### src/rtl/pwm_capture_if.sv
// Result/handshake bundle of pwm_capture: captured values flow master -> slave,
// cap_ack flows back from the consumer.
interface pwm_capture_if #(
    parameter int WIDTH = 16
) ();
    logic [WIDTH-1:0] period_val;
    logic [WIDTH-1:0] high_val;
    logic             cap_valid;
    logic             cap_ovf;
    logic             cap_missed;
    logic             cap_ack;

    modport master (
        output period_val,
        output high_val,
        output cap_valid,
        output cap_ovf,
        output cap_missed,
        input  cap_ack
    );

    modport slave (
        input  period_val,
        input  high_val,
        input  cap_valid,
        input  cap_ovf,
        input  cap_missed,
        output cap_ack
    );
endinterface

### src/rtl/pwm_capture.sv
// pwm_capture: timestamps sig_in edges in prescaled ticks and reports period and high time.
// Define PWM_CAP_HIGH_EN to include high-time measurement; without it only the period is captured.
module pwm_capture #(
    parameter int WIDTH = 16
) (
    input  logic          clk,
    input  logic          rst_n,
    input  logic          enable,
    input  logic          soft_reset,
    input  logic [7:0]    prescale,
    input  logic          sig_in,
    pwm_capture_if.master cap
);

    typedef enum logic [1:0] {
        IDLE = 2'd0,
        HIGH = 2'd1,
        LOW  = 2'd2
    } state_t;

    // State entered after a rising edge starts a new measurement window.
`ifdef PWM_CAP_HIGH_EN
    localparam state_t ARM_STATE = HIGH;
`else
    localparam state_t ARM_STATE = LOW;
`endif

    state_t           state_q, state_d;
    logic             s1_q, s1_d;
    logic             s2_q, s2_d;
    logic             s3_q, s3_d;
    logic [7:0]       pre_cnt_q, pre_cnt_d;
    logic [WIDTH-1:0] cnt_q, cnt_d;
    logic             sat_q, sat_d;
    logic [WIDTH-1:0] period_q, period_d;
    logic             ovf_q, ovf_d;
    logic             valid_q, valid_d;
    logic             missed_q, missed_d;
`ifdef PWM_CAP_HIGH_EN
    logic [WIDTH-1:0] hi_cnt_q, hi_cnt_d;
    logic [WIDTH-1:0] high_q, high_d;
    logic             fall;
`endif

    logic             rise;
    logic             tick;
    logic [WIDTH:0]   sum;
    logic             inc_ovf;
    logic [WIDTH-1:0] inc;
    logic             capture;

    assign rise = s2_q & ~s3_q;
`ifdef PWM_CAP_HIGH_EN
    assign fall = ~s2_q & s3_q;
`endif
    assign tick    = enable & (pre_cnt_q == prescale);
    assign sum     = {1'b0, cnt_q} + (WIDTH+1)'(tick);
    assign inc_ovf = sum[WIDTH];
    assign inc     = inc_ovf ? {WIDTH{1'b1}} : sum[WIDTH-1:0];

    // The synchronizer ignores enable and soft_reset so edge history survives a clear.
    always_comb begin
        s1_d = sig_in;
        s2_d = s1_q;
        s3_d = s2_q;
    end

    always_comb begin
        state_d   = state_q;
        pre_cnt_d = pre_cnt_q;
        cnt_d     = cnt_q;
        sat_d     = sat_q;
        period_d  = period_q;
        ovf_d     = ovf_q;
        valid_d   = valid_q;
        missed_d  = missed_q;
`ifdef PWM_CAP_HIGH_EN
        hi_cnt_d  = hi_cnt_q;
        high_d    = high_q;
`endif
        capture   = 1'b0;

        if (soft_reset) begin
            state_d   = IDLE;
            pre_cnt_d = '0;
            cnt_d     = '0;
            sat_d     = 1'b0;
            period_d  = '0;
            ovf_d     = 1'b0;
            valid_d   = 1'b0;
            missed_d  = 1'b0;
`ifdef PWM_CAP_HIGH_EN
            hi_cnt_d  = '0;
            high_d    = '0;
`endif
        end else begin
            if (!enable) begin
                state_d   = IDLE;
                pre_cnt_d = '0;
                cnt_d     = '0;
                sat_d     = 1'b0;
            end else begin
                pre_cnt_d = tick ? 8'd0 : pre_cnt_q + 8'd1;
                case (state_q)
                    IDLE: begin
                        if (rise) begin
                            cnt_d   = '0;
                            sat_d   = 1'b0;
                            state_d = ARM_STATE;
                        end
                    end
`ifdef PWM_CAP_HIGH_EN
                    HIGH: begin
                        cnt_d = inc;
                        sat_d = sat_q | inc_ovf;
                        // A rise here cannot follow a clean sync; handle it like LOW.
                        if (rise) begin
                            capture = 1'b1;
                        end else if (fall) begin
                            hi_cnt_d = inc;
                            state_d  = LOW;
                        end
                    end
`endif
                    LOW: begin
                        cnt_d = inc;
                        sat_d = sat_q | inc_ovf;
                        if (rise) begin
                            capture = 1'b1;
                        end
                    end
                    default: state_d = IDLE;
                endcase
            end

            // A capture coinciding with an ack wins: the fresh result stays pending.
            if (capture) begin
                period_d = inc;
                ovf_d    = sat_q | inc_ovf;
                valid_d  = 1'b1;
                if (valid_q && !cap.cap_ack) begin
                    missed_d = 1'b1;
                end
`ifdef PWM_CAP_HIGH_EN
                high_d   = hi_cnt_q;
`endif
                cnt_d    = '0;
                sat_d    = 1'b0;
                state_d  = ARM_STATE;
            end else if (cap.cap_ack) begin
                valid_d  = 1'b0;
                missed_d = 1'b0;
            end
        end
    end

    always_ff @(posedge clk or negedge rst_n) begin
        if (!rst_n) begin
            s1_q <= 1'b0;
            s2_q <= 1'b0;
            s3_q <= 1'b0;
        end else begin
            s1_q <= s1_d;
            s2_q <= s2_d;
            s3_q <= s3_d;
        end
    end

    always_ff @(posedge clk or negedge rst_n) begin
        if (!rst_n) begin
            state_q   <= IDLE;
            pre_cnt_q <= '0;
            cnt_q     <= '0;
            sat_q     <= 1'b0;
            period_q  <= '0;
            ovf_q     <= 1'b0;
            valid_q   <= 1'b0;
            missed_q  <= 1'b0;
`ifdef PWM_CAP_HIGH_EN
            hi_cnt_q  <= '0;
            high_q    <= '0;
`endif
        end else begin
            state_q   <= state_d;
            pre_cnt_q <= pre_cnt_d;
            cnt_q     <= cnt_d;
            sat_q     <= sat_d;
            period_q  <= period_d;
            ovf_q     <= ovf_d;
            valid_q   <= valid_d;
            missed_q  <= missed_d;
`ifdef PWM_CAP_HIGH_EN
            hi_cnt_q  <= hi_cnt_d;
            high_q    <= high_d;
`endif
        end
    end

    assign cap.period_val = period_q;
    assign cap.cap_valid  = valid_q;
    assign cap.cap_ovf    = ovf_q;
    assign cap.cap_missed = missed_q;
`ifdef PWM_CAP_HIGH_EN
    assign cap.high_val   = high_q;
`else
    assign cap.high_val   = '0;
`endif

endmodule

### src/flat_wrapper.sv
// flat-port wrapper written by rule: the top's interface ports become plain ports
module pwm_capture_flat 
#(
    parameter int WIDTH = 16
)
  (clk, rst_n, enable, soft_reset, prescale, sig_in, cap_period_val, cap_high_val, cap_cap_valid, cap_cap_ovf, cap_cap_missed, cap_cap_ack);
  pwm_capture_if #(.WIDTH(WIDTH)) cap_i ();
  input  logic clk;
  input  logic rst_n;
  input  logic enable;
  input  logic soft_reset;
  input  logic [7:0] prescale;
  input  logic sig_in;
  output wire logic [$bits(cap_i.period_val)-1:0] cap_period_val;
  output wire logic [$bits(cap_i.high_val)-1:0] cap_high_val;
  output wire logic [$bits(cap_i.cap_valid)-1:0] cap_cap_valid;
  output wire logic [$bits(cap_i.cap_ovf)-1:0] cap_cap_ovf;
  output wire logic [$bits(cap_i.cap_missed)-1:0] cap_cap_missed;
  input wire logic [$bits(cap_i.cap_ack)-1:0] cap_cap_ack;
  assign cap_period_val = cap_i.period_val;
  assign cap_high_val = cap_i.high_val;
  assign cap_cap_valid = cap_i.cap_valid;
  assign cap_cap_ovf = cap_i.cap_ovf;
  assign cap_cap_missed = cap_i.cap_missed;
  assign cap_i.cap_ack = cap_cap_ack;
  pwm_capture #(.WIDTH(WIDTH)) u_core (.clk(clk), .rst_n(rst_n), .enable(enable), .soft_reset(soft_reset), .prescale(prescale), .sig_in(sig_in), .cap(cap_i));
endmodule
### config.mk
export PLATFORM = sky130hd
export DESIGN_NAME = pwm_capture_flat
export DESIGN_NICKNAME = d
export VERILOG_FILES = /design/src/rtl/pwm_capture_if.sv /design/src/rtl/pwm_capture.sv /design/src/flat_wrapper.sv
export SDC_FILE = /design/constraint.sdc
export NUM_CORES = 1
export LEC_CHECK = 0
export ABC_AREA = 1
export CAP_MARGIN = 25
export CORE_AREA = 2 2 75 77
export DETAILED_ROUTE_END_ITERATION = 10
export DIE_AREA = 0 0 77 79
export PLACE_DENSITY = 0.8
export SYNTH_ARGS = -nofsm -noshare
export SYNTH_HDL_FRONTEND = slang
export SYNTH_SLANG_ARGS = --single-unit
### constraint.sdc
create_clock -name clk -period 5.2 [get_ports clk]
set_clock_uncertainty 0.2 [all_clocks]
set_input_delay 0.78 -clock clk [delete_from_list [all_inputs] [get_ports clk]]
set_output_delay 0.78 -clock clk [all_outputs]
set_load 0.005 [all_outputs]
==> results.json, run 1 <==
{
  "status": "finished clean",
  "syn_area_per_cell_sq_um": 7.66,
  "clkSinkCount": 48,
  "p_leak_nw": 1.60,
  "path_clk_slew_ns": 0.09,
  "pwr-share-comb": 0.057,
  "power.density_nw_per_um2": 227,
  "seqCellArea_sq_um": 1200,
  "grt_pass1_vias": 2069,
  "reg2regPathDepth": 12,
  "grt_usage": 0.189,
  "relSlewSlack": 0.622,
  "min_path_cells": 0,
  "fp-row-count": 27,
  "syn_inst": 338,
  "fin_cells": 447,
  "io_buffers": 32,
  "cp.arrival_ns": 2.89,
  "worstSetupEndpointType": "register",
  "cp.required_ns": 5.19,
  "swShare": 0.228,
  "syn_area_sq_um": 2590,
  "seq_area_frac_synth": 0.464,
  "reg2reg_from": "u_core.pre_cnt_q[1]",
  "wl_per_cell_microns": 11.6,
  "worst_setup_path_start_kind": "input pin",
  "min_from": "u_core.s1_q",
  "via_count": 2146,
  "critPathMaxFanout": 5,
  "antenna_left": 0,
  "crit_type": "in -> reg",
  "firstDrtPassIters": 4,
  "drc": 0,
  "worst_pin_slew_ns": 0.567,
  "post-route-min-period_ns": 2.90,
  "wl_microns": 5190,
  "n_antenna_cell": 0,
  "hold_buffers": 0,
  "gp_congestion": 0.925,
  "clkPwrFrac": 0.397,
  "grt_max_degree": 26,
  "syn_to_final_growth_pct": 17.5,
  "hold_slack_ns": 0.159,
  "multiInputGateArea_sq_um": 1170,
  "die-area_sq_um": 6080,
  "r2r_setup_slack_ns": 2.77,
  "drt_iter0_drc": 111,
  "cts_tree": "yes",
  "rsz0062_at_grt": "no",
  "hold_path_end": "u_core.s2_q",
  "ys_warn_count": 0,
  "die_w_microns": 77,
  "core_sq_um": 5340,
  "power.switching_mw": 0.158,
  "drv_slew": 0,
  "routed_via_density": 4.80,
  "cts.repair.resized": 0,
  "hp-class": "reg -> reg",
  "nNetsFinal": 391,
  "peakVddDrop_uv": 116,
  "grt_pass1_wl_microns": 9180,
  "grt_overflow": 0,
  "start_util": 0.485,
  "synth_cell_types": 23,
  "drv_cap": 0,
  "pwr-share-seq": 0.546,
  "worstReg2RegEnd": "u_core.cnt_q[5]",
  "h-tree-depth": 2,
  "synth_seq_cells": 48,
  "final_hold_viol_count": 0,
  "drive_gt1_frac": 0.0613,
  "root_buffer": "clkbuf_8",
  "dpl.hpwl_microns": 3820,
  "intPower_mw": 0.533,
  "antenna_found_initial": 0,
  "cts_made_buffers": 5,
  "die_height_microns": 79,
  "clockBufferDepth": 2,
  "nFillCells": 490,
  "setup_tns_ns": 0,
  "cts_setup_buffers": 0,
  "pin_count": 49,
  "fmax_ghz": 0.344,
  "period_share": 0.559,
  "place_inst": 439,
  "setup_violations": 0,
  "clk_latency_ns": 0.31
}
-- Yosys cell counts (all sizes together) --
| cell | n | area share |
|---|---|---|
| xor2 | 6 | 0.020 |
| a21oi | 2 | 0.0039 |
| nor2 | 38 | 0.063 |
| nor3 | 2 | 0.013 |
| a31oi | 1 | 0.0024 |
| inv | 36 | 0.052 |
| nand2 | 135 | 0.20 |
| clkbuf | 1 | 0.0014 |
| o21ai | 12 | 0.023 |
| o21bai | 2 | 0.0058 |
| ha | 3 | 0.015 |
| nand4 | 3 | 0.0073 |
| buf | 18 | 0.052 |
| nand3 | 20 | 0.039 |
| conb | 1 | 0.0014 |
| dfrtp | 48 | 0.46 |
| xnor2 | 10 | 0.034 |
-- critical path, stage by stage --
cell             delay [ns]
clkdlybuf4s50_1        0.47
xnor2_1                0.13
nand2_1                0.08
nor2_1                 0.10
nand2_1                0.14
nor2_1                 0.17
ha_1                   0.21
nand3_1                0.09
nor2_1                 0.31
xor2_1                 0.18
nand2_1                0.08
nand2_1                0.05
o21ai_0                0.10
-- how the worst max path moves through the flow --
stage	from	endpoint	slack (ns)	cells past startpoint
5_1_grt	prescale[1]	u_core.cap.period_val[13]	1.99	14
2_1_floorplan	prescale[1]	u_core.cap.period_val[14]	2.75	13
3_3_place_gp	prescale[7]	u_core.cap.period_val[13]	2.05	14
6_report	prescale[1]	u_core.cnt_q[5]	2.30	13
4_1_cts	prescale[1]	u_core.cnt_q[9]	2.30	14
3_5_place_dp	prescale[1]	u_core.cnt_q[9]	1.97	14
-- area by class of cell --
| class | count | area share |
|---|---|---|
| clock buffers | 5 | 0.0226 |
| clock inverters | 3 | 0.0140 |
| inverters | 36 | 0.0444 |
| multi-input cells | 250 | 0.384 |
| flip-flops and latches | 48 | 0.395 |
| well taps | 72 | 0.0296 |
| repair buffers | 33 | 0.110 |
-- power by group through the flow --
stage	clock (mW)	combinational (mW)	sequential, mW
floorplan	0	0.0257	0.384
global placement	0	0.0374	0.384
detailed placement	0	0.0402	0.384
CTS	0.275	0.0403	0.377
global route	0.288	0.0453	0.377
finish	0.274	0.0395	0.377
-- state kept, by name (all words and copies together) (netlist names) --
name and cells:
u_core.cap.cap_missed 1, u_core.cap.cap_ovf 1, u_core.cap.cap_valid 1, u_core.cap.period_val 16, u_core.cnt_q 16, u_core.pre_cnt_q 8, u_core.s1_q 1, u_core.s2_q 1
u_core.s3_q 1, u_core.sat_q 1, u_core.state_q 1
-- cells by family (layout without fill, tap and decap cells) --
group	Yosys count	after routing	synth area share
and+or+nand+nor	198	198	0.325
buffers and inverters	55	77	0.106
DFF	48	48	0.464
AOI/OAI and AO/OA	17	17	0.0353
xor gates and xnor gates	16	16	0.0541
adders and majority gates	3	3	0.0145
other	1	16	0.00145
-- metal layers --
| metal | track usage | wire [microns] | vias up | part of all wire |
|---|---|---|---|---|
| li1 | - | - | 1073 | - |
| met1 | 0.238 | 2310 | 1007 | 0.45 |
| met2 | 0.331 | 2570 | 58 | 0.50 |
| met3 | 0.0352 | 231 | 8 | 0.044 |
| met4 | 0.0625 | 77 | 0 | 0.015 |
| met5 | 0 | 0 | - | 0 |
-- cells in the final DEF, fill, tap and decap left out, types with 5 or more instances in the layout --
cell type,netlist,layout
nand3_1,20,20
xor2_1,6,6
clkdlybuf4s50_1,0,31
clkbuf_8,0,5
dfrtp_1,48,48
nor2_1,34,34
xnor2_1,10,10
o21ai_1,6,6
conb_1,1,16
o21ai_0,6,6
inv_1,33,33
nand2_1,131,131
-- metrics by stage --
step                      cell area (sq um)  utilization  total power, mW  worst slack [ns]
after detailed placement               2930        0.549            0.425              1.97
after global routing                   3040        0.570            0.710              1.99
after global placement                 2910        0.545            0.422              2.05
final                                  3040        0.570            0.690              2.30
after CTS                              3040        0.570            0.692              2.30
after floorplan                        2650            -            0.410              2.75
Power figures use the tool's default switching activity.
==> run 2, diff against run 1 <==
--- a/config.mk
+++ b/config.mk
@@ -7,10 +7,10 @@
 export LEC_CHECK = 0
 export ABC_AREA = 1
 export CAP_MARGIN = 25
-export CORE_AREA = 2 2 75 77
+export CORE_AREA = 2 2 78 80
 export DETAILED_ROUTE_END_ITERATION = 10
-export DIE_AREA = 0 0 77 79
-export PLACE_DENSITY = 0.8
+export DIE_AREA = 0 0 80 82
+export PLACE_DENSITY = 0.78
 export SYNTH_ARGS = -nofsm -noshare
 export SYNTH_HDL_FRONTEND = slang
 export SYNTH_SLANG_ARGS = --single-unit
==> constraint.sdc (replaced) <==
create_clock -name clk -period 2.4 [get_ports clk]
set_clock_uncertainty 0.2 [all_clocks]
set_input_delay 0.36 -clock clk [delete_from_list [all_inputs] [get_ports clk]]
set_output_delay 0.36 -clock clk [all_outputs]
set_load 0.005 [all_outputs]
==> run 2 against run 1 <==
  * The flow now finishes with violations (negative setup slack)
  * Worst setup slack got worse by 2.3 ns
  * Combinational power up 130%
  * Critical endpoint is now u_core.cnt_q[2]
  * Power up 120%
  * Design area increased by 8.3%
  * Clock-buffer cell count increased by 1
  * First-iteration DRC count grew 9.0%
  * Register-to-register slack lost 2.8 ns
  * Critical path depth grew 1
==> results.json, run 2 (synthesized netlist as in run 1, its figures left out) <==
{
  "status": "complete, but fails checks",
  "violations": "negative setup slack",
  "intPower_mw": 1.19,
  "clockBufferDepth": 2,
  "fmax_ghz": 0.409,
  "crit_chain": "xnor2_2, nand2_1, nor2_1, nand2_1, nor2_2, ha_2, nand2_4, nor2_4, nand2_4, nor2_4, nand2_4, nand2_2, nand2_1, o21ai_1",
  "die_height_microns": 82,
  "pwr-share-comb": 0.061,
  "post-route-util": 0.574,
  "worst_pin_slew_ns": 0.562,
  "final_common_cell": "nand2_1",
  "h-tree-depth": 2,
  "cp.required_ns": 2.44,
  "routed_via_density": 4.77,
  "antenna_left": 0,
  "path_clk_slew_ns": 0.09,
  "io_buffers": 32,
  "firstDrtPassIters": 4,
  "worst_setup_path_start_kind": "register",
  "worstSetupEndpointType": "register",
  "clkPwrFrac": 0.404,
  "cts_made_buffers": 5,
  "power.switching_mw": 0.335,
  "nFillCells": 531,
  "dpl.hpwl_microns": 3870,
  "cpMaxStageDelayCell": "dfrtp_2",
  "root_buffer": "clkbuf_8",
  "clk_latency_ns": 0.31,
  "relSlewSlack": 0.626,
  "crit_type": "reg -> reg",
  "peakVddDrop_uv": 243,
  "critPathMaxFanout": 6,
  "period_share": 1.02,
  "post-route-min-period_ns": 2.44,
  "drive_gt1_frac": 0.158,
  "place_area_sq_um": 3000,
  "core_sq_um": 5750,
  "drv_cap": 0,
  "multiInputGateArea_sq_um": 1270,
  "wl_per_cell_microns": 11.9,
  "design_area_sq_um": 3300,
  "final_hold_viol_count": 0,
  "hold_slack_ns": 0.166,
  "grt_pass1_vias": 2101,
  "die-area_sq_um": 6560,
  "drv_slew": 0,
  "drc": 0,
  "grt_usage": 0.172,
  "fp-row-count": 28,
  "dpl_worst_slack_ns": -0.322,
  "nNetsFinal": 408,
  "p_leak_nw": 1.81,
  "clkSinkCount": 48,
  "start_util": 0.451,
  "cp.arrival_ns": 2.48,
  "gp_congestion": 0.901,
  "setup_tns_ns": -0.478,
  "r2r_setup_slack_ns": -0.04,
  "pwr-share-seq": 0.535,
  "fin_ws_ns": -0.0449,
  "rsz0062_at_grt": "yes",
  "n_antenna_cell": 0,
  "crit_path_max_incr_delay_ns": 0.44,
  "power.density_nw_per_um2": 463,
  "cts_tree": "yes",
  "seqCellArea_sq_um": 1200,
  "layout_common_cells": "nand2_1 (118), dfrtp_1 (47), inv_1 (33)",
  "wl_microns": 5580,
  "grt_overflow": 0,
  "pin_count": 49,
  "die_w_microns": 80,
  "via_count": 2226,
  "drt_iter0_drc": 121,
  "syn_to_final_growth_pct": 27.4,
  "hp-class": "reg -> reg",
  "grt_max_degree": 26,
  "swShare": 0.219,
  "setup_violations": 17,
  "grt_pass1_wl_microns": 8990,
  "antenna_found_initial": 0
}
## run 2: cell type report
| type | instances | share of cell area |
|---|---|---|
| clock buffers | 6 | 0.0250 |
| inverters | 36 | 0.0410 |
| flip-flops and latches | 48 | 0.365 |
| multi-input cells | 251 | 0.384 |
| repair buffers | 49 | 0.145 |
| clock inverters | 2 | 0.0118 |
| well taps | 75 | 0.0285 |
## run 2: final timing paths
check,cells after the start,startpoint,to
min in group asynchronous,2,rst_n,u_core.cap.period_val[6]
max,14,u_core.pre_cnt_q[0],u_core.cnt_q[2]
min reg2reg,0,u_core.s1_q,u_core.s2_q
max reg2reg,14,u_core.pre_cnt_q[0],u_core.cnt_q[2]
min,0,u_core.s1_q,u_core.s2_q
max in group asynchronous,3,rst_n,u_core.cnt_q[5]
## run 2: through the flow
step	total power [mW]	cells
floorplan	0.888	353
global placement	0.921	450
detailed placement	0.924	450
CTS	1.54	459
global route	1.58	467
finish	1.53	467
## run 2: layer usage
metal / up-vias / global-route usage / part of all wire
met5: - / 0 / 0
met4: 0 / 0.0492 / 0.0095
met3: 5 / 0.0242 / 0.033
met2: 56 / 0.314 / 0.52
met1: 1056 / 0.213 / 0.44
li1: 1109 / - / -
## run 2: worst max-delay path: cells and delay by family, from the launching register on
family          cells  cell delay [ns]
flops               1             0.44
fa+ha+maj           1             0.21
compound gates      1             0.06
xor+xnor            1             0.17
simple gates       11             1.28
## run 2: timing repair
action / CTS / global route
hold buffers: 1 / 0
setup buffers: 0 / 7
gates resized for setup: 1 / 38
hold endpoints to repair: 23 / 0
pin swaps: 0 / 27
gates cloned: 0 / 1
setup endpoints to repair: 3 / 34
## run 2: power groups by stage
stage / registers, mW / clock network [mW] / logic, mW
finish: 0.817 / 0.616 / 0.0928
global route: 0.817 / 0.660 / 0.106
CTS: 0.817 / 0.628 / 0.0922
detailed placement: 0.833 / 0 / 0.0908
global placement: 0.832 / 0 / 0.0887
floorplan: 0.832 / 0 / 0.0556
==> run 3, diff against run 2 <==
--- a/config.mk
+++ b/config.mk
@@ -7,10 +7,10 @@
 export LEC_CHECK = 0
 export ABC_AREA = 1
 export CAP_MARGIN = 25
-export CORE_AREA = 2 2 78 80
+export CORE_AREA = 2 2 88 90
 export DETAILED_ROUTE_END_ITERATION = 10
-export DIE_AREA = 0 0 80 82
-export PLACE_DENSITY = 0.78
+export DIE_AREA = 0 0 90 92
+export PLACE_DENSITY = 0.64
 export SYNTH_ARGS = -nofsm -noshare
 export SYNTH_HDL_FRONTEND = slang
 export SYNTH_SLANG_ARGS = --single-unit
==> run 3 against run 2 <==
  * Global-route usage down 3.3 points
  * Die area up 26%
  * Design area down 0.15%
  * Clock power down 19%
  * The run still ends with negative setup slack left
  * First-iteration DRC count down 3.3%
  * Sequential power about the same
  * Largest power group unchanged
  * Cell count up 5.4%
  * Highest routed layer unchanged
  * Sequential share of layout area about the same
  * Via count down 0.85%
  * Non-clock buffer count down 1
==> results.json, run 3 (synthesized netlist as in run 1, its figures left out) <==
{
  "status": "complete, but fails checks",
  "violations": "negative setup slack",
  "cp.required_ns": 2.44,
  "layout_common_cells": "nand2_1 (119), dfrtp_1 (48), inv_1 (33)",
  "nFillCells": 744,
  "clockBufferDepth": 2,
  "clk_latency_ns": 0.30,
  "fin_cells": 492,
  "power_mw": 1.40,
  "syn_to_final_growth_pct": 27.2,
  "wl_microns": 5670,
  "final_common_cell": "nand2_1",
  "fin_ws_ns": -0.00287,
  "drt_iter0_drc": 117,
  "worst_setup_path_start_kind": "input pin",
  "routed_via_density": 4.49,
  "start_util": 0.348,
  "worst_pin_slew_ns": 0.597,
  "core_sq_um": 7450,
  "n_antenna_cell": 0,
  "via_count": 2207,
  "cts_made_buffers": 5,
  "die_height_microns": 92,
  "drive_gt1_frac": 0.154,
  "die_w_microns": 90,
  "post-route-min-period_ns": 2.40,
  "root_buffer": "clkbuf_8",
  "cts_tree": "yes",
  "die-area_sq_um": 8280,
  "wl_per_cell_microns": 11.5,
  "clkSinkCount": 48,
  "nNetsFinal": 407,
  "drc": 0,
  "place_inst": 478,
  "p_leak_nw": 1.77,
  "fmax_ghz": 0.416,
  "hp-class": "reg -> reg",
  "multiInputGateArea_sq_um": 1280,
  "critPathMaxFanout": 6,
  "drv_slew": 0,
  "relSlewSlack": 0.602,
  "crit_path_max_incr_delay_ns": 0.47,
  "dpl_worst_slack_ns": -0.313,
  "cp.arrival_ns": 2.44,
  "firstDrtPassIters": 4,
  "setup_violations": 1,
  "h-tree-depth": 2,
  "drv_cap": 0,
  "io_buffers": 32,
  "grt_max_degree": 49,
  "antenna_found_initial": 0,
  "gp_congestion": 0.899,
  "fp-row-count": 32,
  "seqCellArea_sq_um": 1200,
  "path_clk_slew_ns": 0.09,
  "crit_type": "in -> reg",
  "grt_pass1_wl_microns": 9510,
  "peakVddDrop_uv": 234,
  "rsz0062_at_grt": "yes",
  "pin_count": 49,
  "crit_chain": "clkdlybuf4s50_1, xnor2_1, nand2_1, nor2_1, nand2_1, nor2_2, ha_2, nand2_4, nor2_4, nand2_4, nor2_4, nand2_4, nand2_2, nand2_1, o21ai_1",
  "power.density_nw_per_um2": 427,
  "grt_pass1_vias": 2135,
  "dpl.hpwl_microns": 3890,
  "period_share": 1.00,
  "antenna_left": 0,
  "grt_usage": 0.140,
  "worstSetupEndpointType": "register",
  "hold_slack_ns": 0.154,
  "final_hold_viol_count": 0,
  "cpMaxStageDelayCell": "clkdlybuf4s50_1",
  "grt_overflow": 0
}
[run 3: changes by cell type in the layout (fill, tap and decap cells not counted), sizes merged]
cell | previous run | this run
buf | 17 | 16
bufinv | 1 | 0
clkdlybuf4s50 | 23 | 25
dlymetal6s2s | 8 | 6
[run 3: report_power, final]
| group | switching [mW] | leakage (nW) | internal (mW) |
|---|---|---|---|
| clock network | 0.271 | 0.0473 | 0.230 |
| registers | 0.00381 | 0.663 | 0.813 |
| logic | 0.0535 | 1.06 | 0.0332 |
| total | 0.328 | 1.77 | 1.08 |
[run 3: stage by stage]
| stage | setup TNS [ns] | util | area (sq um) |
|---|---|---|---|
| after floorplan | 0 | - | 2650 |
| after global placement | -7.69 | 0.406 | 3020 |
| after detailed placement | -9.12 | 0.406 | 3020 |
| after CTS | 0 | 0.420 | 3130 |
| after global routing | -2.34 | 0.442 | 3290 |
| final | -0.00287 | 0.442 | 3290 |
[run 3: critical path, delay by kind of cell]
family	cells	cell delay, ns
AO/OA/AOI/OAI	1	0.07
XOR/XNOR	1	0.11
AND/OR/NAND/NOR	11	1.22
adder cells (fa/ha/maj)	1	0.21
buffers and inverters	1	0.47
[run 3: final timing paths]
check | from | endpoint | slack, ns | cells past startpoint
max | prescale[0] | u_core.cnt_q[5] | -0.003 | 15
min | u_core.s1_q | u_core.s2_q | 0.15 | 0
max reg2reg | u_core.pre_cnt_q[2] | u_core.cnt_q[5] | 0.02 | 14
min reg2reg | u_core.s1_q | u_core.s2_q | 0.15 | 0
max in group asynchronous | rst_n | u_core.cnt_q[0] | 1.12 | 3
min in group asynchronous | rst_n | u_core.cap.period_val[8] | 0.49 | 3
[run 3: timing repair]
| item | CTS | global route |
|---|---|---|
| hold endpoints to repair | 48 | 0 |
| gates resized for setup | 0 | 41 |
| pin swaps | 1 | 7 |
| gates cloned | 0 | 1 |
| setup buffers | 0 | 5 |
| endpoints found under the setup margin | 3 | 34 |
| hold buffers | 1 | 0 |
[run 3: layout make-up]
cell class              instances  share of cell area
inverters                      36              0.0410
flip-flops and latches         48               0.365
well taps                     102              0.0388
clock inverters                 1             0.00266
repair buffers                 48               0.139
clock buffers                   6              0.0251
multi-input cells             251               0.389
[run 3: metal layers]
| metal | track usage | part of all wire | wire, microns |
|---|---|---|---|
| met1 | 0.173 | 0.44 | 2510 |
| met2 | 0.243 | 0.50 | 2830 |
| met3 | 0.0247 | 0.039 | 222 |
| met4 | 0.0538 | 0.017 | 99 |
| met5 | 0 | 0 | 0 |
==> edit, RTL diff (settings of run 2) <==
The 3 states of `state_t` get a one-hot encoding in 3 bits.
--- a/src/rtl/pwm_capture.sv
+++ b/src/rtl/pwm_capture.sv
@@ -12,10 +12,10 @@
     pwm_capture_if.master cap
 );
 
-    typedef enum logic [1:0] {
-        IDLE = 2'd0,
-        HIGH = 2'd1,
-        LOW  = 2'd2
+    typedef enum logic [2:0] {
+        IDLE = 3'b001,
+        HIGH = 3'b010,
+        LOW  = 3'b100
     } state_t;
 
     // State entered after a rising edge starts a new measurement window.
Formal check against the unedited RTL: no difference found for any inputs over 10 cycles, from zero or initial values and one cycle with rst_n low; not proved beyond that.
==> edit against run 2 <==
  * Routed wire length grew 7.8%
  * Area after synthesis grew 5.0%
  * Utilization grew 3.4 points
  * Sequential share of layout area shrank 1.3 points
  * Global-route usage grew 1.5 points
  * Design area grew 5.9%
  * Clock power shrank 24%
  * Sequential cell count grew 1
  * Setup slack gained 93 ps
  * Worst hold slack lost 6.1 ps
  * Power shrank 7.8%
  * Critical path type unchanged
  * Critical endpoint is now u_core.cnt_q[1]
  * Largest cell class unchanged
  * Highest routed layer unchanged
==> edit: results (changes against run 2) <==
detailed router's first-iteration violation count=166 (was 121); worst reg2reg startpoint=u_core.pre_cnt_q[5] (was u_core.pre_cnt_q[0]); power in the clock group=0.000470 W (was 0.000616 W); Slowest cell on crit path=sky130_fd_sc_hd__dfrtp_1 (was sky130_fd_sc_hd__dfrtp_2); result of the run=finished clean (was complete, but fails checks); top cells by area in the synthesized netlist=sky130_fd_sc_hd__dfrtp_1 44%, sky130_fd_sc_hd__nand2_1 19%, sky130_fd_sc_hd__buf_4 5.0%, sky130_fd_sc_hd__inv_1 4.8%, sky130_fd_sc_hd__nor2_1 3.9% (was sky130_fd_sc_hd__dfrtp_1 46%, sky130_fd_sc_hd__nand2_1 19%, sky130_fd_sc_hd__buf_4 5.2%, sky130_fd_sc_hd__nor2_1 4.9%, sky130_fd_sc_hd__inv_1 4.8%); unique cell type count in the Yosys netlist=33 (was 23); Gates resized, CTS repair=3 (was 1); post-synthesis sequential area ratio=0.451 (was 0.464); global-route wire length before repair=9490 um (was 8990 um); proportion of layout cells with a drive suffix above 1=0.183 (was 0.158); pin count of the biggest net entering global routing=36 (was 26); instance count after placement with tap cells included=477 (was 450); half-perimeter wire length of the detailed placement result=4210 um (was 3870 um); placement-stage worst setup slack=-409 ps (was -322 ps); worst reg-to-reg setup slack=50 ps (was -40 ps); synth cell count leaders=138 x sky130_fd_sc_hd__nand2_1, 48 x sky130_fd_sc_hd__dfrtp_1, 35 x sky130_fd_sc_hd__inv_1 (was 131 x sky130_fd_sc_hd__nand2_1, 48 x sky130_fd_sc_hd__dfrtp_1, 34 x sky130_fd_sc_hd__nor2_1); net count reported at finish=434 (was 408); via count of the first global-routing pass=2173 (was 2101); via count=2350 (was 2226); static power due to leakage=1.85 nW (was 1.81 nW); net load switching power=0.000331 W (was 0.000335 W); Slowest Stage Delay on Critical Path=400 ps (was 440 ps); peak supply drop=0.000339 V (was 0.000243 V); mean instance size in the synthesized netlist=7.66 sq um (about the same); capture point of the worst reg-to-reg path=u_core.cnt_q[1] (was u_core.cnt_q[2]); largest fanout on the critical path=5 (was 6); sum of routed wire length over all layers=6010 um (was 5580 um); routability cong.=0.956 (was 0.901); WHS=160 ps (was 166 ps); Placed Area=3200 sq um (was 3000 sq um)
## edit: changes by cell type after synthesis, sizes merged, moves of 2 or more
cell | run 2 | this run
nand3b | 0 | 2
o21ai | 12 | 15
ha | 3 | 5
nand2 | 135 | 145
nand3 | 20 | 18
xor2 | 6 | 4
buf | 18 | 20
nor2 | 38 | 33
## edit: metal layers
metal / routed length, um / GRT usage / vias up / share of wire
met3: 216 / 0.0363 / 12 / 0.036
met1: 2660 / 0.242 / 1098 / 0.44
met4: 123 / 0.0763 / 0 / 0.020
met2: 3010 / 0.311 / 60 / 0.50
li1: - / - / 1180 / -
met5: 0 / 0 / - / 0
## edit: worst max path at each step
stage / start / endpoint / slack, ps / cells past startpoint
6_report: u_core.pre_cnt_q[5] / u_core.cnt_q[1] / 50 / 14
5_1_grt: u_core.pre_cnt_q[5] / u_core.cnt_q[0] / -90 / 14
4_1_cts: prescale[5] / u_core.cnt_q[12] / 20 / 14
3_5_place_dp: prescale[5] / u_core.sat_q / -410 / 14
3_3_place_gp: prescale[1] / u_core.sat_q / -310 / 14
2_1_floorplan: u_core.pre_cnt_q[2] / u_core.cnt_q[5] / 270 / 15
## edit: area by class of cell
class                           instances  area [sq um]
Clock buffer                            6          72.6
Clock inverter                          2          10.0
Fill cell                             486          2250
Inverter                               37           139
Multi-Input combinational cell        264          1400
Sequential cell                        49          1230
Tap cell                               75          93.8
Timing Repair Buffer                   58           553
## edit: cells by family (layout without fill, tap and decap cells)
kind of cell | count (synthesis) | count (layout) | share of synthesized area
adder cells (fa/ha/maj) | 5 | 5 | 0.0230
buffers and inverters | 58 | 103 | 0.108
AND/OR/NAND/NOR | 205 | 206 | 0.324
XOR/XNOR | 14 | 14 | 0.0451
flip-flops | 49 | 49 | 0.451
other | 1 | 16 | 0.00138
AO/OA/AOI/OAI | 23 | 23 | 0.0474
